--- config.mk ---
export PLATFORM = sky130hd
export DESIGN_NAME = tag_store
export DESIGN_NICKNAME = d
export VERILOG_FILES = /design/src/rtl/tag_store.sv
export SDC_FILE = /design/constraint.sdc
export NUM_CORES = 1
export LEC_CHECK = 0
export CORE_AREA = 8 8 176 178
export DETAILED_ROUTE_END_ITERATION = 10
export DIE_AREA = 0 0 184 186
export HOLD_SLACK_MARGIN = 0.05
export PLACE_DENSITY_LB_ADDON = 0.12
export SETUP_SLACK_MARGIN = 0.15
export SLEW_MARGIN = 10
export SYNTH_ARGS = -nofsm -noshare
export SYNTH_HDL_FRONTEND = slang
export SYNTH_SLANG_ARGS = --single-unit
--- constraint.sdc ---
create_clock -name clock_i -period 3.53 [get_ports clock_i]
set_clock_uncertainty 0.2 [all_clocks]
set_input_delay 0.706 -clock clock_i [delete_from_list [all_inputs] [get_ports clock_i]]
set_output_delay 0.706 -clock clock_i [all_outputs]
set_load 0.02 [all_outputs]
--- src/rtl/tag_store.sv ---
// Tag/valid store with a two-stage lookup pipeline and an invalidate-all sweep.
// Optional write-to-lookup forwarding enabled by TAG_STORE_BYPASS_EN.
module tag_store #(
   parameter int ADDR_BITS = 6,
   parameter int TAG_BITS  = 3
) (
   input  logic                 clock_i,
   input  logic                 reset_ni,
   input  logic                 lookup_i,
   input  logic [ADDR_BITS-1:0] index_i,
   input  logic [TAG_BITS-1:0]  tag_i,
   input  logic                 wr_i,
   input  logic [ADDR_BITS-1:0] wr_index_i,
   input  logic [TAG_BITS-1:0]  wr_tag_i,
   input  logic                 flush_i,
   output logic                 busy_o,
   output logic                 ack_o,
   output logic                 hit_o,
   output logic                 valid_o,
   output logic [TAG_BITS-1:0]  tag_o
);

   localparam int DEPTH = 1 << ADDR_BITS;

   typedef enum logic {FLUSH, IDLE} state_t;

   state_t               state_q, state_d;
   logic [ADDR_BITS-1:0] cnt_q, cnt_d;
   logic                 wr_en;

   logic [TAG_BITS-1:0]  tag_mem [DEPTH];
   logic [DEPTH-1:0]     valid_mem;

   logic                 s1_v;
   logic [ADDR_BITS-1:0] s1_idx;
   logic [TAG_BITS-1:0]  s1_tag;

   logic                 rd_valid;
   logic [TAG_BITS-1:0]  rd_tag;
   logic                 rd_hit;

   always_ff @(posedge clock_i or negedge reset_ni) begin
      if (!reset_ni) begin
         state_q <= FLUSH;
         cnt_q   <= '0;
      end else begin
         state_q <= state_d;
         cnt_q   <= cnt_d;
      end
   end

   always_comb begin
      state_d = state_q;
      cnt_d   = cnt_q;
      busy_o  = 1'b0;
      wr_en   = 1'b0;
      unique case (state_q)
         FLUSH: begin
            busy_o = 1'b1;
            cnt_d  = cnt_q + 1'b1;
            if (&cnt_q) state_d = IDLE;
         end
         IDLE: begin
            // a flush request drops any write issued alongside it
            if (flush_i) state_d = FLUSH;
            else         wr_en   = wr_i;
         end
         default: state_d = FLUSH;
      endcase
   end

   // sweep and writes never coincide, so one write port suffices
   always_ff @(posedge clock_i) begin
      if (busy_o) begin
         valid_mem[cnt_q] <= 1'b0;
      end else if (wr_en) begin
         valid_mem[wr_index_i] <= 1'b1;
         tag_mem[wr_index_i]   <= wr_tag_i;
      end
   end

   always_comb begin
      rd_valid = valid_mem[s1_idx];
      rd_tag   = tag_mem[s1_idx];
`ifdef TAG_STORE_BYPASS_EN
      if (wr_en && (wr_index_i == s1_idx)) begin
         rd_valid = 1'b1;
         rd_tag   = wr_tag_i;
      end
`endif
      rd_hit = rd_valid && (rd_tag == s1_tag);
   end

   always_ff @(posedge clock_i or negedge reset_ni) begin
      if (!reset_ni) begin
         s1_v    <= 1'b0;
         s1_idx  <= '0;
         s1_tag  <= '0;
         ack_o   <= 1'b0;
         hit_o   <= 1'b0;
         valid_o <= 1'b0;
         tag_o   <= '0;
      end else begin
         s1_v   <= lookup_i && !busy_o;
         s1_idx <= index_i;
         s1_tag <= tag_i;
         ack_o  <= s1_v;
         if (s1_v) begin
            hit_o   <= rd_hit;
            valid_o <= rd_valid;
            tag_o   <= rd_tag;
         end
      end
   end

endmodule

* Word level (Yosys, flattened, before mapping)
Memories as Yosys holds them, arrays and structs flattened.
Cells that the tools add are included.
** Storage, ports and cells
- Register bits :: 87
- Bits in writable memories :: 192
- Input port bits :: 23
- Word-level logic and storage cells :: 45
- Memories :: 1
** Memory list
- tag_mem :: depth 64, width 3, rd ports 1, clocked after Yosys merged registers in 0, write ports 1, RTL line 31 : logic [TAG_BITS-1:0] tag_mem [DEPTH];
** Operators by class
- Add/sub/neg operators :: 1
- Order comparisons :: 5
- Equal/unequal tests :: 2
- Mux-type cells :: 17
- Bitwise logic cells :: 4
- Reduce and logical (&&, ||, !) cells :: 5
** Operator list (count)
- 64-bit 2-to-1 mux :: 2
- 64-bit bitwise AND :: 1
- 64-bit NOT :: 1
- 64-bit OR :: 1
- 6-bit by 7-bit < comparator with 1-bit output (second input constant) :: 3
- 1-bit demux with 6-bit select :: 2
- 6-bit by 1-bit greater-or-equal comparator with 1-bit output (second input constant) :: 2
- 1-bit 2-to-1 mux :: 11
- 6-bit by 1-bit adder with 6-bit output (second input constant) :: 1
- 1-bit binary-select mux with 6-bit select :: 1
- 6-bit AND reduction :: 1
- 1-bit logical AND :: 4
- 3-bit equality test :: 1
- 2-bit by 1-bit != test with 1-bit output (second input constant) :: 1
- 1-bit one-hot mux with 2 select lines :: 1
- 1-bit NOT :: 1

* Depth between registers and ports, before layout
- Depth in word-level cells :: 7
- Mapped depth :: 10
- Gate-level depth less buffers :: 7

* Worst setup path after synthesis
No wires, ideal clock.
- Kind :: input to register
- From :: in wr_i
- To :: reg valid_mem[0] (enable)
- Arrival time :: 5252 ps
- Setup slack :: -2497 ps
- Cell stages on the path :: 2
- Cell sequence :: inv_1 -> o21ai_0
** On the way
- Longest elaborated chain between the ends :: 3
** RTL lines
- start, declared :: RTL line 12 : input logic wr_i,
- 1-bit 2-to-1 mux :: RTL line 65 : if (flush_i) state_d = FLUSH;
- 1-bit 2-to-1 mux :: RTL line 57 : unique case (state_q)
- 2-bit by 1-bit != test with 1-bit output (no line)
- end signal, assigned by index :: RTL line 75 : valid_mem[cnt_q] <= 1'b0;
- end signal, assigned by index :: RTL line 77 : valid_mem[wr_index_i] <= 1'b1;
- end, declared :: RTL line 32 : logic [DEPTH-1:0] valid_mem;
Every way passes these cells.
A chain may end at the register's enable or synchronous reset.

* Worst setup path after layout
- From :: reg state_q
- To :: out busy_o
** On the way
- Longest elaborated chain between the ends :: 1
** RTL lines
- start, declared :: RTL line 27 : state_t state_q, state_d;
- start signal, assigned :: RTL line 47 : state_q <= state_d;
- 1-bit 2-to-1 mux :: RTL line 57
- end, declared :: RTL line 16 : output logic busy_o,
Every way passes these cells.

==> reports/results.txt <==
Peak Freq -> 317 MHz
Hold Path Stages -> 1
min Tclk post-route -> 3.15 ns
Clk pin slew, worst setup/hold paths -> 0.06 ns
Netlist cell types -> 61
startpoint types -> register
synth top area cells -> edfxtp_1 (61%), mux4_2 (8.8%), o21ai_0 (4.7%)
CP Depth -> 3
Synth Area in XOR/XNOR -> 0.00420
WL per Instance -> 25.6 um
crit path DAT -> 2.25 ns
Synth Area in Simple Gates -> 0.0746
CP max FO -> 33
number of global-route vias before repair -> 8321
routed wire length -> 33700 um
GP Congestion -> 0.825
clk_lat worst skew -> 0.56 ns
global-route wire length before repair -> 51600 um
CP bufs+invs -> 3
drt pass-1 iters -> 5
critical-path cell list -> inv_1, buf_4, clkdlybuf4s50_1
top-area cell type share of the netlist area -> 0.614
Root Buffer -> clkbuf_16
setup violators final -> 0
Max Slew Vio Count -> 0
Sw Share -> 0.285
sequential share of the synthesized area -> 0.660
Core ar. -> 28200 sq um
PortBufs -> 29
Synth Area in Compound Gates -> 0.0991
Initial Utilization -> 0.443
Synth Register Bits -> 279
WP data required -> 2.62 ns
synthesized area -> 12500 sq um
Congestion Overflow GR -> 0
yosys warns -> 0
Worst path slowest cell -> clkdlybuf4s50_1
via count -> 8028
logic gate share of total power -> 0.168
worst reg2reg path depth -> 7
P per Cell Area -> 647 nW/um^2
CTS Sinks -> 279
fillers -> 2423
fin util -> 0.504
Die W -> 184 um
outcome -> finished, final reports clean
hold wc startpoint -> tag_o[0]
Clock Path Buffers -> 3
initial antenna violation count -> 0
row count -> 62
Synth async-reset ratio -> 0.0824
R2R Setup Slk -> 0.43 ns
Final Hold Viols -> 0
NetSw -> 2.62 mW
unrepaired setup endpoints after global routing -> false
Final #Nets -> 933
RR Startpoint -> s1_idx[0]
setup TNS -> 0 ns
HP Class -> reg -> reg
MaxCap Viol Count -> 0
CTS tree -> yes
postcts setup bufs -> 0
ANT nets after route -> 0
CP delay by family, top -> buffers and inverters
Die H -> 186 um
Final period util -> 0.894
main combinational cell family by area after synthesis -> multiplexers
clock share of power -> 0.331
Residual DRC -> 0
most common cell in the netlist -> edfxtp_1
Flop pwr share -> 0.501
Area Overhead vs Synth -> 13.7%
CTS Buf Count -> 31
via/cell ratio -> 6.09
Main synth FF type -> edfxtp_1
H-tree lvl count -> 1
post-CTS sizing -> 0
fraction of layout cells with a size suffix above 1 -> 0.164
I/O Pins -> 30
number of enable flip-flop cells after synthesis -> 256
diode count -> 0
global-route usage over all layers -> 0.201
Pleak -> 4.68 nW
Synth top cells by count -> edfxtp_1 (256), o21ai_0 (118), nor2_1 (88), a21oi_1 (76), mux4_2 (49)
Mapped Avg Cell Area -> 14.4 sq um
critical path type -> reg -> out
1st-iter DRT viols -> 891
multiplexer share of the synthesized area -> 0.133
reg2reg end -> hit_o
Hold Path Sink -> tag_o[0]
worst stage delay on the critical path -> 0.67 ns
Int Pwr -> 6.58 mW
Rel. slew slack -> 0.358
Syn Nets -> 895
Tightest Pin Transition -> 0.956 ns
worst vdd ir -> 317 uV
dpl hpwl -> 22100 um
largest net degree at the start of global routing -> 52
Adder-Cell Fraction of Synth Area -> 0.000999
cts hold-fix bufs -> 0
Post-Syn Instances -> 871
crit path capture type -> primary output
biggest area consumer among synthesized cells -> edfxtp_1
die area -> 34200 sq um
cell type report:
cell class | instances | area [sq um] | area share
Sequential cell | 279 | 8270 | 0.580
Inverter | 10 | 37.5 | 0.00264
Tap cell | 384 | 480 | 0.0337
Multi-Input combinational cell | 522 | 3920 | 0.275
Clock buffer | 36 | 795 | 0.0558
Timing Repair Buffer | 65 | 583 | 0.0409
Clock inverter | 22 | 163 | 0.0114
logic make-up (layout without fill, tap and decap cells):
| logic type | after synthesis | in the layout |
|---|---|---|
| flops | 279 | 279 |
| buf+inv | 70 | 133 |
| simple gates | 191 | 191 |
| fa+ha+maj | 1 | 1 |
| compound gates | 227 | 227 |
| xor+xnor | 6 | 6 |
| mux | 97 | 97 |
how the worst max path moves through the flow:
stage / from / to / slack, ns
6_report: state_q / busy_o / 0.38
5_1_grt: s1_idx[0] / hit_o / 0.25
4_1_cts: state_q / busy_o / 0.35
3_5_place_dp: wr_index_i[2] / tag_mem[15][1] / 0.37
3_3_place_gp: flush_i / tag_mem[56][2] / 0.43
2_1_floorplan: wr_i / valid_mem[0] / 0.46
power by group through the flow:
stage	logic [mW]	registers, mW	clock network, mW
floorplan	1.09	4.47	0
global placement	1.47	4.61	0
detailed placement	1.53	4.66	0
CTS	1.54	4.60	3.10
global route	1.70	4.67	3.23
finish	1.54	4.61	3.05
state kept, by name, indices dropped and copies added (netlist names), 3 cells and up:
name,flops
tag_mem,192
valid_mem,64
cnt_q,6
s1_idx,6
s1_tag,3
tag_o,3
layout by cell type (no fill, tap or decap), types with 3 or more instances in the layout:
cell,netlist,final
edfxtp_1,256,256
o21ai_0,118,117
nor2_1,88,88
a21oi_1,76,76
mux4_2,49,49
buf_4,5,33
mux2i_1,31,31
clkbuf_16,0,31
nand2_1,27,27
clkdlybuf4s50_1,0,26
dfrtp_1,23,21
mux2_2,13,13
nor3_1,10,10
inv_1,10,10
clkinv_1,0,10
nor3b_1,9,9
nand3b_1,8,8
a31oi_1,7,7
nand3_1,7,7
nor2b_1,5,5
xnor2_1,5,5
nand2b_1,5,5
nand4_1,5,5
clkbuf_1,39,5
clkinv_2,0,5
and3b_1,4,4
or3_1,4,4
and2_1,4,4
mux4_1,4,4
a22oi_1,3,3
o221ai_1,3,3
clkinvlp_4,0,3
buf_2,8,3
buf_12,1,3
stage by stage:
| stage | cells | setup slack [ns] | cell area (sq um) | total power [mW] | hold WS [ns] |
|---|---|---|---|---|---|
| global route | 1318 | 0.250 | 14200 | 9.61 | 0.351 |
| finish | 1318 | 0.376 | 14200 | 9.21 | 0.312 |
| floorplan | 871 | 0.462 | 12500 | 5.55 | 0.152 |
| CTS | 1318 | 0.346 | 14200 | 9.24 | 0.321 |
| detailed placement | 1260 | 0.371 | 13300 | 6.19 | 0.309 |
| global placement | 1260 | 0.432 | 13300 | 6.08 | 0.297 |
layer usage:
layer  global-route usage  share of wire
met5                    0              0
met4               0.0774          0.032
met3               0.0365          0.076
met2                0.318           0.47
met1                0.272           0.42
No activity file was read; power rests on OpenSTA's default activity.
==> patch 1: new RTL, same settings <==
Build with the macro `TAG_STORE_BYPASS_EN` defined.
--- a/src/rtl/tag_store.sv
+++ b/src/rtl/tag_store.sv
@@ -1,5 +1,7 @@
 // Tag/valid store with a two-stage lookup pipeline and an invalidate-all sweep.
 // Optional write-to-lookup forwarding enabled by TAG_STORE_BYPASS_EN.
+`define TAG_STORE_BYPASS_EN
+
 module tag_store #(
    parameter int ADDR_BITS = 6,
    parameter int TAG_BITS  = 3
Formal check against the unedited RTL: same outputs for any inputs over 10 cycles, from zero or initial values and one cycle with reset_ni low; that may be too few to reach the edited logic, so the function may still have changed.
==> patch 1 against the unedited design <==
  * Synthesized area is 0.16% higher
  * Sequential cell count stayed put
  * Final area is 1.8% higher
  * Critical path type is now reg2reg
  * Power is 2.8% higher
  * Via count is 2.3% higher
  * Sequential share of layout area is 1.0 points lower
  * Cell count is 0.76% higher
  * Wire length is 4.8% higher
  * Die area stayed put
  * Critical endpoint is now hit_o
  * Setup slack better by 0.11 ns
  * Highest routed layer unchanged
==> patch 1: results (changes against the unedited design) <==
- Result of the run: completed
- Global-route usage over all layers: 21.0% (+0.94 points)
- Count of fill cells added during filler insertion: 2383 (-1.7%)
- Half-perimeter wire length after detailed placement: 23200 µm (+4.7%)
- 1st-iter DRT viols: 954 (+7.1%)
- Post-place instance area: 13400 µm² (+1.2%)
- Synth warnings: 0 (unchanged)
- Area fraction of clock buffers and clock inverters: 7.25% (+0.53 points)
- Transition at the pin with the smallest max-transition slack: 0.971 ns (+0.0152 ns)
- Vias post-DR: 8212 (+2.3%)
- Overall power after layout: 9.47 mW (+2.8%)
- Buffer count excluding the clock tree in the final layout: 83 (+28%)
- RePlAce Congestion: 0.901 (+9.2%)
- Cell class contributing the biggest share of worst-path delay: compound AO/OA/AOI/OAI gates
- Post-synthesis mux area share: 12.9% (-0.41 points)
- IR drop worst, VDD: 0.382 mV (+20%)
- Xor and xnor fraction of the mapped netlist area: 0.838% (+0.42 points)
- Slowest cell on the critical path: sky130_fd_sc_hd__dfrtp_2
- Most used standard cells in the synthesized netlist: sky130_fd_sc_hd__edfxtp_1, sky130_fd_sc_hd__o21ai_0, sky130_fd_sc_hd__nor2_1, sky130_fd_sc_hd__a21oi_1, sky130_fd_sc_hd__mux4_2
- Area share of fa/ha/maj cells after synthesis: 0.0998% (-0.00016 points)
- Maximum root-to-sink buffer count: 3 (unchanged)
- Number of nets produced by synthesis: 885 (-1.1%)
- Sequential share of cell area: 57.0% (-1.0 points)
- Non-clock inverter instance count of the final layout: 9 (-1)
- Wire length reported by the detailed router: 35400 µm (+4.8%)
- Syn_area_per_cell: 14.6 µm² (+1.3%)
- CP peak stage delay: 0.62 ns (-0.05 ns)
- Global-route wire length before repair: 53400 µm (+3.5%)
- Number of distinct library cells after synthesis: 58 (-4.9%)
- Fraction of the mapped netlist area in compound gates: 9.92% (about the same)
- Top cells by area, synth: sky130_fd_sc_hd__edfxtp_1, sky130_fd_sc_hd__mux4_2, sky130_fd_sc_hd__dfrtp_1, sky130_fd_sc_hd__o21ai_0, sky130_fd_sc_hd__a21oi_1
- Worst Hold Class: reg2reg
- Worst slack after detailed placement: 0.301 ns (-0.0707 ns)
- Share of cells above drive strength 1: 18.8% (+2.4 points)
- Total number of multi-input combinational cells: 513 (-1.7%)
- Total number of sequential cells: 279 (unchanged)
- I/O Buffers: 29 (unchanged)
- Internal: 6.79 mW (+3.1%)
- Clk_lat worst skew: 0.51 ns (-0.05 ns)
- Vias in the first global route: 8335 (+0.17%)
- Fraction of registers with async set/reset: 8.24% (unchanged)
- Number of H-tree levels: 2 (+1)
- Layout clock buffers: 45 (+25%)
- Worst-path maximum fanout: 24 (-27%)
- Critical Path AT: 3.27 ns (+1.02 ns)
- Static Leak: 4.79 nW (+2.2%)
- Net count, final: 944 (+1.2%)
- Cts bufs inserted: 34 (+9.7%)
- Number of cells in the finished layout apart from fillers: 1328 (+0.76%)
- Largest net degree at the start of global routing: 65 (+25%)
- Sequential element share of the synthesized area: 65.9% (-0.11 points)
patch 1: changes by cell type after synthesis, sizes merged, moves of 3 or more:
| cell | delta |
|---|---|
| o22ai | +3 |
| nor2 | -4 |
| nand2 | +6 |
| mux2i | -18 |
| nor3 | -3 |
| nand3 | +4 |
| mux4 | +9 |
| buf | +4 |
| o21ai | -5 |
| clkbuf | -4 |
| xor2 | +5 |
| and3 | +3 |
| o221ai | -3 |
| mux2 | -7 |
patch 1: final timing paths:
check | to | from | slack, ns | cells past startpoint
max | hit_o | s1_idx[0] | 0.49 | 8
min | hit_o | hit_o | 0.32 | 2
max reg2reg | hit_o | s1_idx[0] | 0.49 | 8
min reg2reg | hit_o | hit_o | 0.32 | 2
max in group asynchronous | s1_idx[4] | reset_ni | 2.00 | 2
min in group asynchronous | valid_o | reset_ni | 0.49 | 1
patch 1: per-layer routing:
layer	up-vias	routed length [µm]	share of wire (%)	track usage (%)
met1	4213	14400	41	27.8
met5	-	0	0	0
met3	87	2430	6.9	3.42
met2	413	17100	48	33.9
met4	0	1380	3.9	9.13
li1	3499	-	-	-
patch 1: worst register-to-register path, cell delays in order, from the launching register on:
cell	delay (ns)
sky130_fd_sc_hd__dfrtp_2	0.62
sky130_fd_sc_hd__buf_12	0.29
sky130_fd_sc_hd__mux4_1	0.57
sky130_fd_sc_hd__mux2i_1	0.19
sky130_fd_sc_hd__nor3b_1	0.10
sky130_fd_sc_hd__a311oi_2	0.30
sky130_fd_sc_hd__a41oi_1	0.23
sky130_fd_sc_hd__xor2_1	0.20
sky130_fd_sc_hd__o31ai_2	0.25
==> patch 2: new RTL, same settings <==
Without the edit above. Make the reset (`reset_ni`) synchronous in 2 clocked blocks.
--- a/src/rtl/tag_store.sv
+++ b/src/rtl/tag_store.sv
@@ -39,7 +39,7 @@
    logic [TAG_BITS-1:0]  rd_tag;
    logic                 rd_hit;
 
-   always_ff @(posedge clock_i or negedge reset_ni) begin
+   always_ff @(posedge clock_i) begin
       if (!reset_ni) begin
          state_q <= FLUSH;
          cnt_q   <= '0;
@@ -91,7 +91,7 @@
       rd_hit = rd_valid && (rd_tag == s1_tag);
    end
 
-   always_ff @(posedge clock_i or negedge reset_ni) begin
+   always_ff @(posedge clock_i) begin
       if (!reset_ni) begin
          s1_v    <= 1'b0;
          s1_idx  <= '0;
Behaviour: no difference found for any inputs over 10 cycles, from zero or initial values and one cycle with reset_ni low; that may be too few to reach the edited logic, so the function may still have changed.
==> patch 2 against the unedited design <==
  * Register-to-register slack worse by 0.09 ns
  * Critical path depth up 5
  * Final area down 0.70%
  * Synthesized area down 0.94%
  * Sequential cell count unchanged
  * Non-clock buffer count down 6
  * Wire length down 3.8%
  * Setup slack worse by 0.032 ns
Power is not compared: it rests on default switching activity, and its combinational part moved more than twofold at a synthesized area within 25%.
==> patch 2: results (changes against the unedited design) <==
- Result of the run: completed
- Global-route wire length before repair: 49100 µm (-4.8%)
- Maximum root-to-sink buffer count: 3 (unchanged)
- Number of H-tree levels: 1 (unchanged)
- Hold Crit Depth: 2 (+1)
- Wire length reported by the detailed router: 32400 µm (-3.8%)
- Post-place instance area: 13100 µm² (-1.2%)
- Number of distinct library cells after synthesis: 58 (-4.9%)
- Top Registers: tag_mem (192), valid_mem (64)
- Number of nets produced by synthesis: 898 (+0.34%)
- RePlAce Congestion: 0.852 (+3.3%)
- Total gr overflow: 0 (unchanged)
- Detailed-router iteration count before antenna repair: 7 (+2)
- Net count, final: 929 (-0.43%)
- Type of the worst setup path: reg2reg
- Vias in the first global route: 7869 (-5.4%)
- Sequential element share of the synthesized area: 65.7% (-0.30 points)
- Count of fill cells added during filler insertion: 2445 (+0.91%)
- Number of antenna violations at the first check in global routing: 1 (+1)
- Clock slew at reported path FFs: 0.06 ns (about the same)
- Max-Slew Margin vs Limit: 20.4% (-15 points)
- Fraction of registers with async set/reset: 0% (-8.2 points)
- Worst Hold Class: reg2reg
- Cts bufs inserted: 31 (unchanged)
- Largest net degree at the start of global routing: 65 (+25%)
- Average wire length per cell after detail routing: 24.7 µm (-3.5%)
- Syn_area_per_cell: 14.2 µm² (-1.3%)
- Vias per Instance: 6.01 (-1.4%)
- I/O Buffers: 29 (unchanged)
- Cells resized by post-CTS repair: 0 (unchanged)
- Number of enable flip-flop cells after synthesis: 256 (unchanged)
- Worst-path maximum fanout: 21 (-36%)
- Static Leak: 4.49 nW
- Diode insertion count for antenna repair: 0 (unchanged)
- Cell count of the worst reg-to-reg path: 8 (+1)
- Critical Path AT: 3.44 ns (+1.19 ns)
- Total placed cells including tap cells: 1256 (-0.32%)
- Clock Tree Root: sky130_fd_sc_hd__clkbuf_16
- Global-route usage over all layers: 19.0% (-1.1 points)
- Total setup buffers inserted after CTS: 0 (unchanged)
- Top cells by area, synth: sky130_fd_sc_hd__edfxtp_1, sky130_fd_sc_hd__mux4_2, sky130_fd_sc_hd__o21ai_0, sky130_fd_sc_hd__dfxtp_1, sky130_fd_sc_hd__a21oi_1
- 1st-iter DRT viols: 776 (-13%)
- Share of cells above drive strength 1: 15.3% (-1.1 points)
- Synth warnings: 0 (unchanged)
- IR drop worst, VDD: 0.329 mV
- Clk_lat worst skew: 0.56 ns (about the same)
- Most used standard cells in the synthesized netlist: sky130_fd_sc_hd__edfxtp_1, sky130_fd_sc_hd__o21ai_0, sky130_fd_sc_hd__nor2_1, sky130_fd_sc_hd__a21oi_1, sky130_fd_sc_hd__mux4_2
- Half-perimeter wire length after detailed placement: 21400 µm (-3.5%)
patch 2: changes by cell type after synthesis, sizes merged, moves of 6 or more:
cell / before / now
dfxtp: 0 / 23
a21oi: 76 / 70
mux2: 13 / 2
dfrtp: 23 / 0
nand2: 27 / 33
and2: 5 / 18
patch 2: final timing paths:
path,start,end,slack [ns]
setup / recovery,s1_idx[0],hit_o,0.34
hold / removal,tag_o[2],tag_o[2],0.29
setup reg to reg,s1_idx[0],hit_o,0.34
hold reg to reg,tag_o[2],tag_o[2],0.29
patch 2: layer usage:
layer  vias up  wire (µm)  track usage [%]
met5         -          0                0
met4         0        605             4.81
li1       3464          -                -
met2       334      14800             29.5
met1      4044      14500             27.2
met3        49       2520             3.69
patch 2: cell families (layout without fill, tap and decap cells):
kind of cell	count (synthesis)	after routing	synth area share (%)
muxes	91	91	13.3
buffers and inverters	73	129	2.83
DFF	279	279	65.7
xor gates and xnor gates	5	5	0.353
and+or+nand+nor	203	203	7.98
adders and majority gates	1	1	0.101
AOI/OAI and AO/OA	222	222	9.75
patch 2: area by class of cell:
class                   count  share of cell area, %
well taps                 384                   3.40
inverters                  12                  0.318
clock buffers              37                   5.64
clock inverters            21                   1.57
repair buffers             59                   3.72
flip-flops and latches    279                   57.7
multi-input cells         522                   27.7
patch 2: stage by stage:
stage / power [mW] / worst slack, ns / util [%]
detailed placement: 4.19 / 0.317 / 46.5
floorplan: 4.01 / 0.462 / -
CTS: 7.40 / 0.296 / 50.1
global route: 7.57 / 0.167 / 50.1
finish: 7.35 / 0.344 / 50.1
global placement: 4.18 / 0.332 / 46.5
patch 2: critical path, cell delays in order, from the launching register on:
cell	delay, ns
sky130_fd_sc_hd__dfxtp_4	0.62
sky130_fd_sc_hd__mux4_2	0.57
sky130_fd_sc_hd__nor2b_1	0.16
sky130_fd_sc_hd__a2111oi_0	0.68
sky130_fd_sc_hd__buf_4	0.22
sky130_fd_sc_hd__o21ai_0	0.12
sky130_fd_sc_hd__and4_1	0.25
sky130_fd_sc_hd__o221ai_1	0.18
sky130_fd_sc_hd__o21ai_1	0.07
patch 2: power breakdown:
part           internal, mW  total [mW]  leakage [nW]  switching [mW]
Clock                  1.91        3.23         0.501            1.32
Sequential             3.64        3.71          2.48          0.0609
Combinational         0.176       0.413          1.52           0.237
